`src/rtl/conv_pkg.sv`:
```
// Shared definitions for the conv datapath: controller states and default
// operand widths.
package conv_pkg;

    localparam int ACT_W  = 8;
    localparam int PROD_W = 16;
    localparam int BIAS_W = 16;

    typedef enum logic [1:0] {
        ST_IDLE  = 2'd0,
        ST_ACCUM = 2'd1,
        ST_QUANT = 2'd2,
        ST_OUT   = 2'd3
    } state_t;

endpackage

```
`src/rtl/conv_accum_seq_requant.sv`:
```
// Combinational requantizer: logical right shift of the accumulator,
// saturated to an unsigned 8-bit activation with an overflow indication.
module requant_sat8
    import conv_pkg::*;
#(
    parameter int ACC_W = 24
) (
    input  logic [ACC_W-1:0] i_acc,
    input  logic [3:0]       i_shift,
    output logic [ACT_W-1:0] o_data,
    output logic             o_ovf
);

    logic [ACC_W-1:0] w_q;

    assign w_q    = i_acc >> i_shift;
    assign o_ovf  = |w_q[ACC_W-1:ACT_W];
    assign o_data = o_ovf ? {ACT_W{1'b1}} : w_q[ACT_W-1:0];

endmodule

```
`src/rtl/conv_accum_seq.sv`:
```
// Accumulates TAPS multiplier products onto a bias, requantizes to 8 bits
// and offers the result on a valid/ready handshake.
module conv_accum_seq
    import conv_pkg::*;
#(
    parameter int TAPS  = 9,
    parameter int ACC_W = 24,
    parameter int CNT_W = 4
) (
    input  logic              clk,
    input  logic              rst_n,
    input  logic              start,
    input  logic [BIAS_W-1:0] bias,
    input  logic [3:0]        shift,
    input  logic              prod_valid,
    input  logic [PROD_W-1:0] prod,
    output logic              prod_ready,
    output logic              busy,
    output logic              out_valid,
    input  logic              out_ready,
    output logic [ACT_W-1:0]  out_data,
    output logic [ACC_W-1:0]  out_acc,
    output logic              sat_flag,
    output logic              err_drop
);

    state_t             r_state;
    logic [ACC_W-1:0]   r_acc;
    logic [CNT_W-1:0]   r_cnt;
    logic [3:0]         r_shift;
    logic               r_clamp;
    logic               r_busy;
    logic               r_out_valid;
    logic [ACT_W-1:0]   r_out_data;
    logic [ACC_W-1:0]   r_out_acc;
    logic               r_sat;
    logic               r_err;

    logic [ACC_W:0]     w_sum;
    logic [ACT_W-1:0]   w_q;
    logic               w_ovf;

    // One extra bit so a carry out of the accumulator is visible for clamping.
    assign w_sum = {1'b0, r_acc} + (ACC_W+1)'(prod);

    requant_sat8 #(.ACC_W(ACC_W)) u_requant (
        .i_acc   (r_acc),
        .i_shift (r_shift),
        .o_data  (w_q),
        .o_ovf   (w_ovf)
    );

    always_ff @(posedge clk or negedge rst_n) begin
        if (!rst_n) begin
            r_state     <= ST_IDLE;
            r_acc       <= '0;
            r_cnt       <= '0;
            r_shift     <= '0;
            r_clamp     <= 1'b0;
            r_busy      <= 1'b0;
            r_out_valid <= 1'b0;
            r_out_data  <= '0;
            r_out_acc   <= '0;
            r_sat       <= 1'b0;
            r_err       <= 1'b0;
        end else begin
            // A start accepted in the same cycle overrides this below.
            if (prod_valid && (r_state != ST_ACCUM))
                r_err <= 1'b1;
            case (r_state)
                ST_IDLE: begin
                    if (start) begin
                        r_acc   <= ACC_W'(bias);
                        r_shift <= shift;
                        r_cnt   <= '0;
                        r_busy  <= 1'b1;
                        r_err   <= 1'b0;
                        r_clamp <= 1'b0;
                        r_state <= ST_ACCUM;
                    end
                end
                ST_ACCUM: begin
                    if (prod_valid) begin
                        if (w_sum[ACC_W]) begin
                            r_acc   <= '1;
                            r_clamp <= 1'b1;
                        end else begin
                            r_acc <= w_sum[ACC_W-1:0];
                        end
                        r_cnt <= r_cnt + 1'b1;
                        if (r_cnt == CNT_W'(TAPS-1))
                            r_state <= ST_QUANT;
                    end
                end
                ST_QUANT: begin
                    r_out_data  <= w_q;
                    r_sat       <= r_clamp | w_ovf;
                    r_out_acc   <= r_acc;
                    r_out_valid <= 1'b1;
                    r_state     <= ST_OUT;
                end
                ST_OUT: begin
                    if (out_ready) begin
                        r_out_valid <= 1'b0;
                        r_busy      <= 1'b0;
                        r_state     <= ST_IDLE;
                    end
                end
                default: r_state <= ST_IDLE;
            endcase
        end
    end

    assign prod_ready = (r_state == ST_ACCUM);
    assign busy       = r_busy;
    assign out_valid  = r_out_valid;
    assign out_data   = r_out_data;
    assign out_acc    = r_out_acc;
    assign sat_flag   = r_sat;
    assign err_drop   = r_err;

endmodule

```
`config.mk`:
```
export PLATFORM = sky130hd
export DESIGN_NAME = conv_accum_seq
export DESIGN_NICKNAME = d
export VERILOG_FILES = /design/src/rtl/conv_pkg.sv /design/src/rtl/conv_accum_seq_requant.sv /design/src/rtl/conv_accum_seq.sv
export SDC_FILE = /design/constraint.sdc
export NUM_CORES = 1
export LEC_CHECK = 0
export CORE_MARGIN = 1.5
export CORE_UTILIZATION = 59
export CTS_CLUSTER_DIAMETER = 100
export DETAILED_ROUTE_END_ITERATION = 6
export PLACE_DENSITY_LB_ADDON = 0.25
export SKIP_LAST_GASP = 1
export SLEW_MARGIN = 20
export SYNTH_ARGS = -nofsm -noshare
export SYNTH_HDL_FRONTEND = slang
export SYNTH_SLANG_ARGS = --single-unit
```
`constraint.sdc`:
```
create_clock -name clk -period 7.6 [get_ports clk]
set_clock_uncertainty 0.1 [all_clocks]
set_input_delay 0.76 -clock clk [delete_from_list [all_inputs] [get_ports clk]]
set_output_delay 0.76 -clock clk [all_outputs]
set_load 0.05 [all_outputs]
```
; Word level (Yosys, flattened, before mapping)
; Index checks and enable logic that the tools add are counted.
[word_totals]
register_bits = 71
out_inout_bits = 37
elab_cells = 61
in_bits = 41
[op_classes]
eq_ne = 10
add_sub_neg = 2
mux = 24
bitwise_logic = 1
n_reduce_logical = 12
shifts = 1
[op_table]
columns = op, count
row1 = two-way mux 24 bit, 3
row2 = case mux 24 bit (2 select lines), 1
row3 = adder 24 x 16 -> 25 bit, 1
row4 = >> shifter 24 x 4 -> 24 bit, 1
row5 = OR reduction 16 bit, 1
row6 = two-way mux 1 bit, 8
row7 = two-way mux 2 bit, 4
row8 = two-way mux 4 bit, 2
row9 = two-way mux 8 bit, 1
row10 = case mux 2 bit (4 select lines), 1
row11 = case mux 4 bit (2 select lines), 1
row12 = AND reduction 4 bit, 2
row13 = "!= test 2 x 1 -> 1 bit, second input constant", 3
row14 = "!= test 2 bit, second input constant", 3
row15 = case mux 1 bit (2 select lines), 3
row16 = AND reduction 3 bit, 2
row17 = nonzero test 2 bit, 3
row18 = "adder 4 x 1 -> 4 bit, second input constant", 1
row19 = "== test 2 bit, second input constant", 2
row20 = "== test 4 bit, second input constant", 1
row21 = AND reduction 2 bit, 2
row22 = "== test 2 x 1 -> 1 bit, second input constant", 1
row23 = zero test 2 bit, 1
row24 = logical AND 1 bit, 1
row25 = OR 1 bit, 1

; Depth between registers and ports, before layout
[logic_depth]
word_depth = 5
depth_mapped = 11
ltp_nobuf = 10

; Hierarchy
; From an unflattened synthesis, not the netlist that was laid out.
[unflattened]
hier_cells = 484
hier_area_um2 = 5079.9
[by_module_without_submodules]
columns = module, area_each_um2, seq_area_each_um2, cells_each, instances
row1 = conv_accum_seq, 3975.1, 1776.7, 369, 1
row2 = requant_sat8, 1104.8, 0.0, 115, 1

; Worst setup path after synthesis
; No wires, ideal clock.
[synth_timing]
kind = input to register
from = input port prod[0]
to = register r_acc[20]
setup_ns = 0.099
path_stages = 10
n_path_buf = 0
t_arrival_ns = 2.615
t_required_ns = 7.401
setup_slack_ns = 4.785
cell_sequence = ha_1 inv_1 fa_1 nor2b_2 o31ai_4 a2111oi_4 o21ai_2 nor3_2 nor2_1 a311oi_1
[synth_via]
elab_chain_len = 4
[synth_rtl]
columns = element, line_no
row1 = from (decl), conv_accum_seq.sv:16  ; input logic [PROD_W-1:0] prod,
row2 = adder 24 x 16 -> 25 bit, conv_accum_seq.sv:44  ; assign w_sum = {1'b0, r_acc} + (ACC_W+1)'(prod);
row3 = two-way mux 24 bit, conv_accum_seq.sv:84  ; if (w_sum[ACC_W]) begin
row4 = two-way mux 24 bit, conv_accum_seq.sv:83  ; if (prod_valid) begin
row5 = case mux 24 bit (2 select lines), conv_accum_seq.sv:70  ; case (r_state)
row6 = to (signal assigned), conv_accum_seq.sv:73  ; r_acc <= ACC_W'(bias);
row7 = to (signal assigned), conv_accum_seq.sv:88  ; r_acc <= w_sum[ACC_W-1:0];
row8 = to (decl), conv_accum_seq.sv:28  ; logic [ACC_W-1:0] r_acc;
; No other way between the ends. The select of a mux whose other input is x is not followed.
; A chain may end at the register's enable or synchronous reset.

; Worst setup path after layout
[layout_timing]
from = register r_state[1]
to = output port prod_ready
[layout_via]
elab_chain_len = 1
[layout_rtl]
columns = element, line_no
row1 = from (decl), conv_accum_seq.sv:27  ; state_t r_state;
row2 = from (signal assigned), conv_accum_seq.sv:55  ; r_state <= ST_IDLE;
row3 = from (signal assigned), conv_accum_seq.sv:79  ; r_state <= ST_ACCUM;
row4 = from (signal assigned), conv_accum_seq.sv:92  ; r_state <= ST_QUANT;
row5 = == test 2 x 1 -> 1 bit, conv_accum_seq.sv:114  ; assign prod_ready = (r_state == ST_ACCUM);
row6 = to (decl), conv_accum_seq.sv:17  ; output logic prod_ready,
; No other way between the ends.

==> metrics.md <==
| Metric | Value |
|---|---|
| Run status | completed |
| Post-synth top area share | 36.85% |
| CTS-repair resized insts | 0 |
| Routed WL | 12.68 mm |
| PD cells | 469.8 mW/mm² |
| Largest net degree at the start of global routing | 72 |
| Ant diodes | 0 |
| Layout cells sized above 1 | 12.57% |
| FP Rows | 32 |
| Final Slew Violations | 0 |
| Antenna violations before repair | 0 |
| EDFF count, synth | 0 |
| DRT antenna net count | 0 |
| Die Area | 0.008723 mm² |
| Syn_area_per_cell | 9.490 µm² |
| LEAKAGE | 2.425 nW |
| WP data required | 6740 ps |
| Vias in the first global route | 4225 |
| Met1 Resource Use GR | 41.72% |
| Worst EP arrival | 2360 ps |
| Cells after synthesis | 508 |
| Core area | 0.007807 mm² |
| NumNets Final | 633 |
| DRT iter0 DRCs | 218 |
| GR Layer Usage met3 | 6.098% |
| Slew HR | 31.62% |
| Hold-fix buffers, CTS | 0 |
| Asr flop ratio synth | 100.0% |
| Clock buffers created by TritonCTS | 9 |
| Mapped Nets | 573 |
| Area growth syn-to-layout | 19.39% |
| # DRC | 0 |
| RSZ-0062 raised after global routing | false |
| Grt ovf | 0 |
| Final Non-Filler Cells | 675 |
| Critical path endpoint category | output port |
| Flops & latches, synth | 71 |
| Drt pass-1 iters | 5 |
| IO Port Bufs | 77 |
| Max-Cap Viols | 0 |
| Global Route Usage Sum | 30.97% |
| Initial Utilization | 61.75% |
| Final-report setup violation count | 0 |
| Yosys warnings | 0 |
| Met2 usage in global routing | 49.52% |
| Busiest grt layer | met2 |
| Die Width | 93.40 µm |
| Gpl congestion | 0.8996 |
| Hold crit path type | reg2reg |
| Area contributors post-synth | dfrtp_1, mux2_2, ha_1 |
| Peak VDD IR | 0.0002794 V |
| Clk root buf | clkbuf_8 |
| Clk_lat worst skew | 360 ps |
| Worst-path clk slew | 80 ps |
| Vias/cell | 6.330 |
| Setup bufs post-CTS | 0 |
| Mapped cell area | 0.004821 mm² |
| Setup tns final | 0 ps |
| Placed Cells | 659 |
| Distinct cells, synth | 65 |
| Routed vias | 4273 |
| IO Count | 78 |
| Yosys top cell by area | dfrtp_1 |
| Top achievable clock speed | 310.3 MHz |
| Worst slew pin tran | 1026 ps |
| Power Total | 0.002704 W |
| Htree depth | 3 |
| Global-route wire length before repair | 20.82 mm |
| Die H | 93.40 µm |
| Tmin final | 3223 ps |
| Longest Clk Path Bufs | 2 |
| Max FO, Critical Path | 15 |
| Synth Flop Type | dfrtp_1 |
| CTS tree | done |
| CTS sink count | 71 |
| Drt wl/cell | 18.79 µm |
| Part of the Yosys area used for sequential elements | 36.85% |
| Final hold viol count | 0 |
| Hpwl dp | 8.889 mm |
| Crit start category | register |
| Kind of critical path | reg2out |
| Final period utilization | 42.40% |
area by class of cell:
cell class	count	area, µm²
clock buffers	9	123.9
repair buffers	81	795.8
fillers	595	2052
inverters	16	60.06
multi-input cells	389	2823
clock inverters	7	48.80
well taps	102	127.6
flip-flops and latches	71	1777
sequential cells by signal, summed over array words and instances, names as in the netlist:
signal / count
busy: 1
err_drop: 1
out_acc: 24
out_data: 8
out_valid: 1
r_acc: 24
r_clamp: 1
r_cnt: 4
r_shift: 4
r_state: 2
sat_flag: 1
metrics by stage:
step,utilization (%),hold slack (ps),area (µm²),setup slack (ps)
after detailed placement,71.51,398.7,5583,4040
after CTS,73.72,419.8,5756,4387
after floorplan,-,364.4,4821,4785
after global routing,73.72,436.8,5756,4239
final,73.72,417.4,5756,4377
after global placement,71.51,389.8,5583,4183
where the power goes:
| group | total [W] | switching, W | internal, W |
|---|---|---|---|
| logic | 0.00166 | 0.000950 | 0.000708 |
| clock network | 0.000282 | 0.000163 | 0.000119 |
| registers | 0.000764 | 0.000245 | 0.000519 |
| total | 0.00270 | 0.00136 | 0.00135 |
worst max-delay path, stage by stage, from the launching register on:
cell and delay, ps:
dfrtp_1 410, inv_1 120, ha_1 550, clkdlybuf4s50_1 920
metal layers:
| metal | share of wire, % | wire [µm] |
|---|---|---|
| met1 | 44 | 5611 |
| met2 | 47 | 5965 |
| met4 | 2.2 | 280 |
| met5 | 0 | 0 |
| met3 | 6.5 | 823 |
cells in the mapped netlist, drive strengths merged (8+ instances only):
cell type and number:
dfrtp 71, a21oi 52, nor2 51, nand2 45, o21ai 35, mux2 31, ha 23, nor3 17
buf 16, clkbuf 16, inv 15, mux2i 15, mux4 9, xnor2 8
path summary, 6_finish.rpt:
path                            start     endpoint  slack [ps]  cells after the start
max                        r_state[1]   prod_ready        4380                      3
max in group asynchronous       rst_n    r_acc[21]        6300                      2
min                        out_acc[9]   out_acc[9]         420                      1
min in group asynchronous       rst_n   out_acc[8]         500                      2
max reg2reg                r_shift[1]  out_data[0]        4560                      5
min reg2reg                out_acc[9]   out_acc[9]         420                      1
layout by cell type (no fill, tap or decap), types with 3 or more instances in the layout:
cell type        Yosys  layout
a211oi_1             6       6
a21o_1               7       7
a21oi_1             51      51
a22o_1               3       3
a22oi_1              3       3
a31oi_1              5       5
and2_1               3       3
and4_1               3       3
buf_4                1       4
clkbuf_8             0       9
clkdlybuf4s50_1      0      76
clkinv_2             0       3
dfrtp_1             71      71
ha_1                23      23
inv_1               15      15
mux2_2              31      31
mux2i_1             15      15
mux4_2               8       8
nand2_1             44      44
nand3_1              5       5
nand4_1              7       7
nor2_1              51      51
nor2b_1              6       6
nor3_1              16      16
nor3b_1              5       5
o21ai_0             24      24
o21ai_1              9       9
o21bai_1             4       4
o32a_1               6       6
xnor2_1              8       8
xor2_1               5       5
kinds of logic (layout without fill, tap and decap cells):
| family | Yosys count | in the layout | synth area share, % |
|---|---|---|---|
| XOR/XNOR | 13 | 13 | 2.362 |
| AND/OR/NAND/NOR | 150 | 150 | 14.61 |
| multiplexers | 55 | 55 | 14.64 |
| flip-flops | 71 | 71 | 36.85 |
| buffers and inverters | 48 | 113 | 4.594 |
| AO/OA/AOI/OAI | 147 | 147 | 20.56 |
| adder cells (fa/ha/maj) | 24 | 24 | 6.385 |
(Power assumes the default switching activity.)
==> RTL edit (same flow settings) <==
Re-encode `state_t` (4 states) as one-hot, 4 bits wide.
--- a/src/rtl/conv_pkg.sv
+++ b/src/rtl/conv_pkg.sv
@@ -7,9 +7,9 @@
     localparam int BIAS_W = 16;
 
-    typedef enum logic [1:0] {
-        ST_IDLE  = 2'd0,
-        ST_ACCUM = 2'd1,
-        ST_QUANT = 2'd2,
-        ST_OUT   = 2'd3
+    typedef enum logic [3:0] {
+        ST_IDLE  = 4'b0001,
+        ST_ACCUM = 4'b0010,
+        ST_QUANT = 4'b0100,
+        ST_OUT   = 4'b1000
     } state_t;
 
Formal check against the unedited RTL: same outputs for any inputs over 10 cycles, from zero or initial values and one cycle with rst_n low; not proved beyond that.
==> RTL edit against the original RTL <==
Register-to-register slack barely moved; critical path depth rose by 1; routed wire length rose by 2.7%; setup slack got worse by 0.35 ns; global-route usage fell by 0.55 points; critical path type unchanged; largest cell class unchanged; via count rose by 4.2%; clock power rose by 6%; hold slack got worse by 0.0035 ns; design area rose by 2.9%; area after synthesis rose by 4.2%; sequential cell count rose by 2; power fell by 2.1%.
==> RTL edit: results (changes against the original RTL) <==
| Metric | Value |
|---|---|
| Pleak | 0.002482 uW (+2.4%) |
| Synth cell count leaders | dfrtp_1, nor2_1, a21oi_1 |
| Main synth FF type | dfrtp_1 |
| Antenna diodes | 0 (unchanged) |
| Drt initial violations | 289 (+33%) |
| Slew HR | 0.3694 (+0.05329) |
| Status | complete, no violations |
| Layout cell share with drive strength beyond 1 | 0.1381 (+0.01245) |
| Biggest cell delay along the critical path | 0.89 ns (-0.03 ns) |
| Avg WL per Cell | 18.44 um (-1.8%) |
| Seq/Total Area, Yosys | 0.3641 (-0.004477) |
| Final net count | 656 (+3.6%) |
| Library cells used by synthesis | 70 (+7.7%) |
| Total Routing Usage GR | 0.3042 (-0.005487) |
| Hpwl dp | 9.262 mm (+4.2%) |
| Longest Clk Path Bufs | 2 (unchanged) |
| H-Tree Depth | 3 (unchanged) |
| Synth async-reset ratio | 1.000 (unchanged) |
| Synth area leaders | dfrtp_1, mux2_2, a21oi_1, ha_1, o21ai_0 |
| Reg clk slew, reported paths | 0.09 ns |
| First-pass DRT Iterations | 4 (-1) |
| Initial antenna violation count | 0 (unchanged) |
| Vias in the first global route | 4218 (-0.17%) |
| Vias | 4451 (+4.2%) |
| Min-Delay Path Class | reg2reg |
| Place WS | 3.838 ns (-0.2020 ns) |
| Net Count, Synth | 603 (+5.2%) |
| Largest net degree at the start of global routing | 74 (+2.8%) |
| WP data arrival | 2.71 ns (+0.35 ns) |
| Routability cong. | 0.9206 (+2.3%) |
| Peak supply drop | 0.0002180 V (-22%) |
| Total CTS buffers | 9 (unchanged) |
| CP Max Fanout | 26 (+11) |
| Filler Cell Count | 655 (+10%) |
| Yosys warns | 0 (unchanged) |
| First-pass GRT wire length | 21.09 mm (+1.3%) |
==> RTL edit: per-stage QoR <==
step	utilization	instance area [sq um]	instances
after detailed placement	0.6983	5738	690
after global placement	0.6983	5738	690
after global routing	0.7210	5924	706
final	0.7210	5924	706
after CTS	0.7210	5924	706
after floorplan	-	5021	543
==> RTL edit: path summary, 6_finish.rpt <==
| path | start | to | slack (ns) | depth (start not counted) |
|---|---|---|---|---|
| min in group asynchronous | rst_n | out_acc[13] | 0.51 | 2 |
| max in group asynchronous | rst_n | r_acc[6] | 6.28 | 2 |
| worst max register to register | r_acc[0] | r_acc[9] | 4.56 | 10 |
| worst min-delay path | out_acc[8] | out_acc[8] | 0.41 | 1 |
| worst max-delay path | r_state[0] | prod_ready | 4.03 | 4 |
| worst min register to register | out_acc[8] | out_acc[8] | 0.41 | 1 |
==> RTL edit: final cells by class <==
type                            instances  area share
Tap cell                              105     0.02218
Sequential cell                        73      0.3086
Timing Repair Buffer                   80      0.1331
Clock inverter                          7     0.01056
Inverter                               12    0.007603
Clock buffer                            9     0.02091
Multi-Input combinational cell        420      0.4971
==> RTL edit: routing by layer <==
layer,part of all wire,vias up,global-route usage
met4,0.023,0,0.1256
met1,0.43,2171,0.4009
li1,-,2096,-
met5,0,-,0
met2,0.49,153,0.4941
met3,0.053,31,0.05263
==> RTL edit: worst max-delay path, delay by kind of cell (launching register included) <==
| kind | cells | cell delay [ns] |
|---|---|---|
| and+or+nand+nor | 2 | 0.66 |
| buffers and inverters | 2 | 1.27 |
| DFF | 1 | 0.41 |
==> RTL edit: power breakdown <==
part	switching (uW)	leakage, uW	internal, uW
clock	175	0.0000863	125
combinational	934	0.00150	654
sequential	235	0.000894	525
total	1340	0.00248	1300
==> RTL edit: logic make-up after synthesis <==
kind of cell	count (synthesis)	synth area share
buffers and inverters	50	0.04934
DFF	73	0.3641
xor gates and xnor gates	14	0.02442
muxes	59	0.1445
adders and majority gates	19	0.04884
and+or+nand+nor	160	0.1545
AOI/OAI and AO/OA	168	0.2143
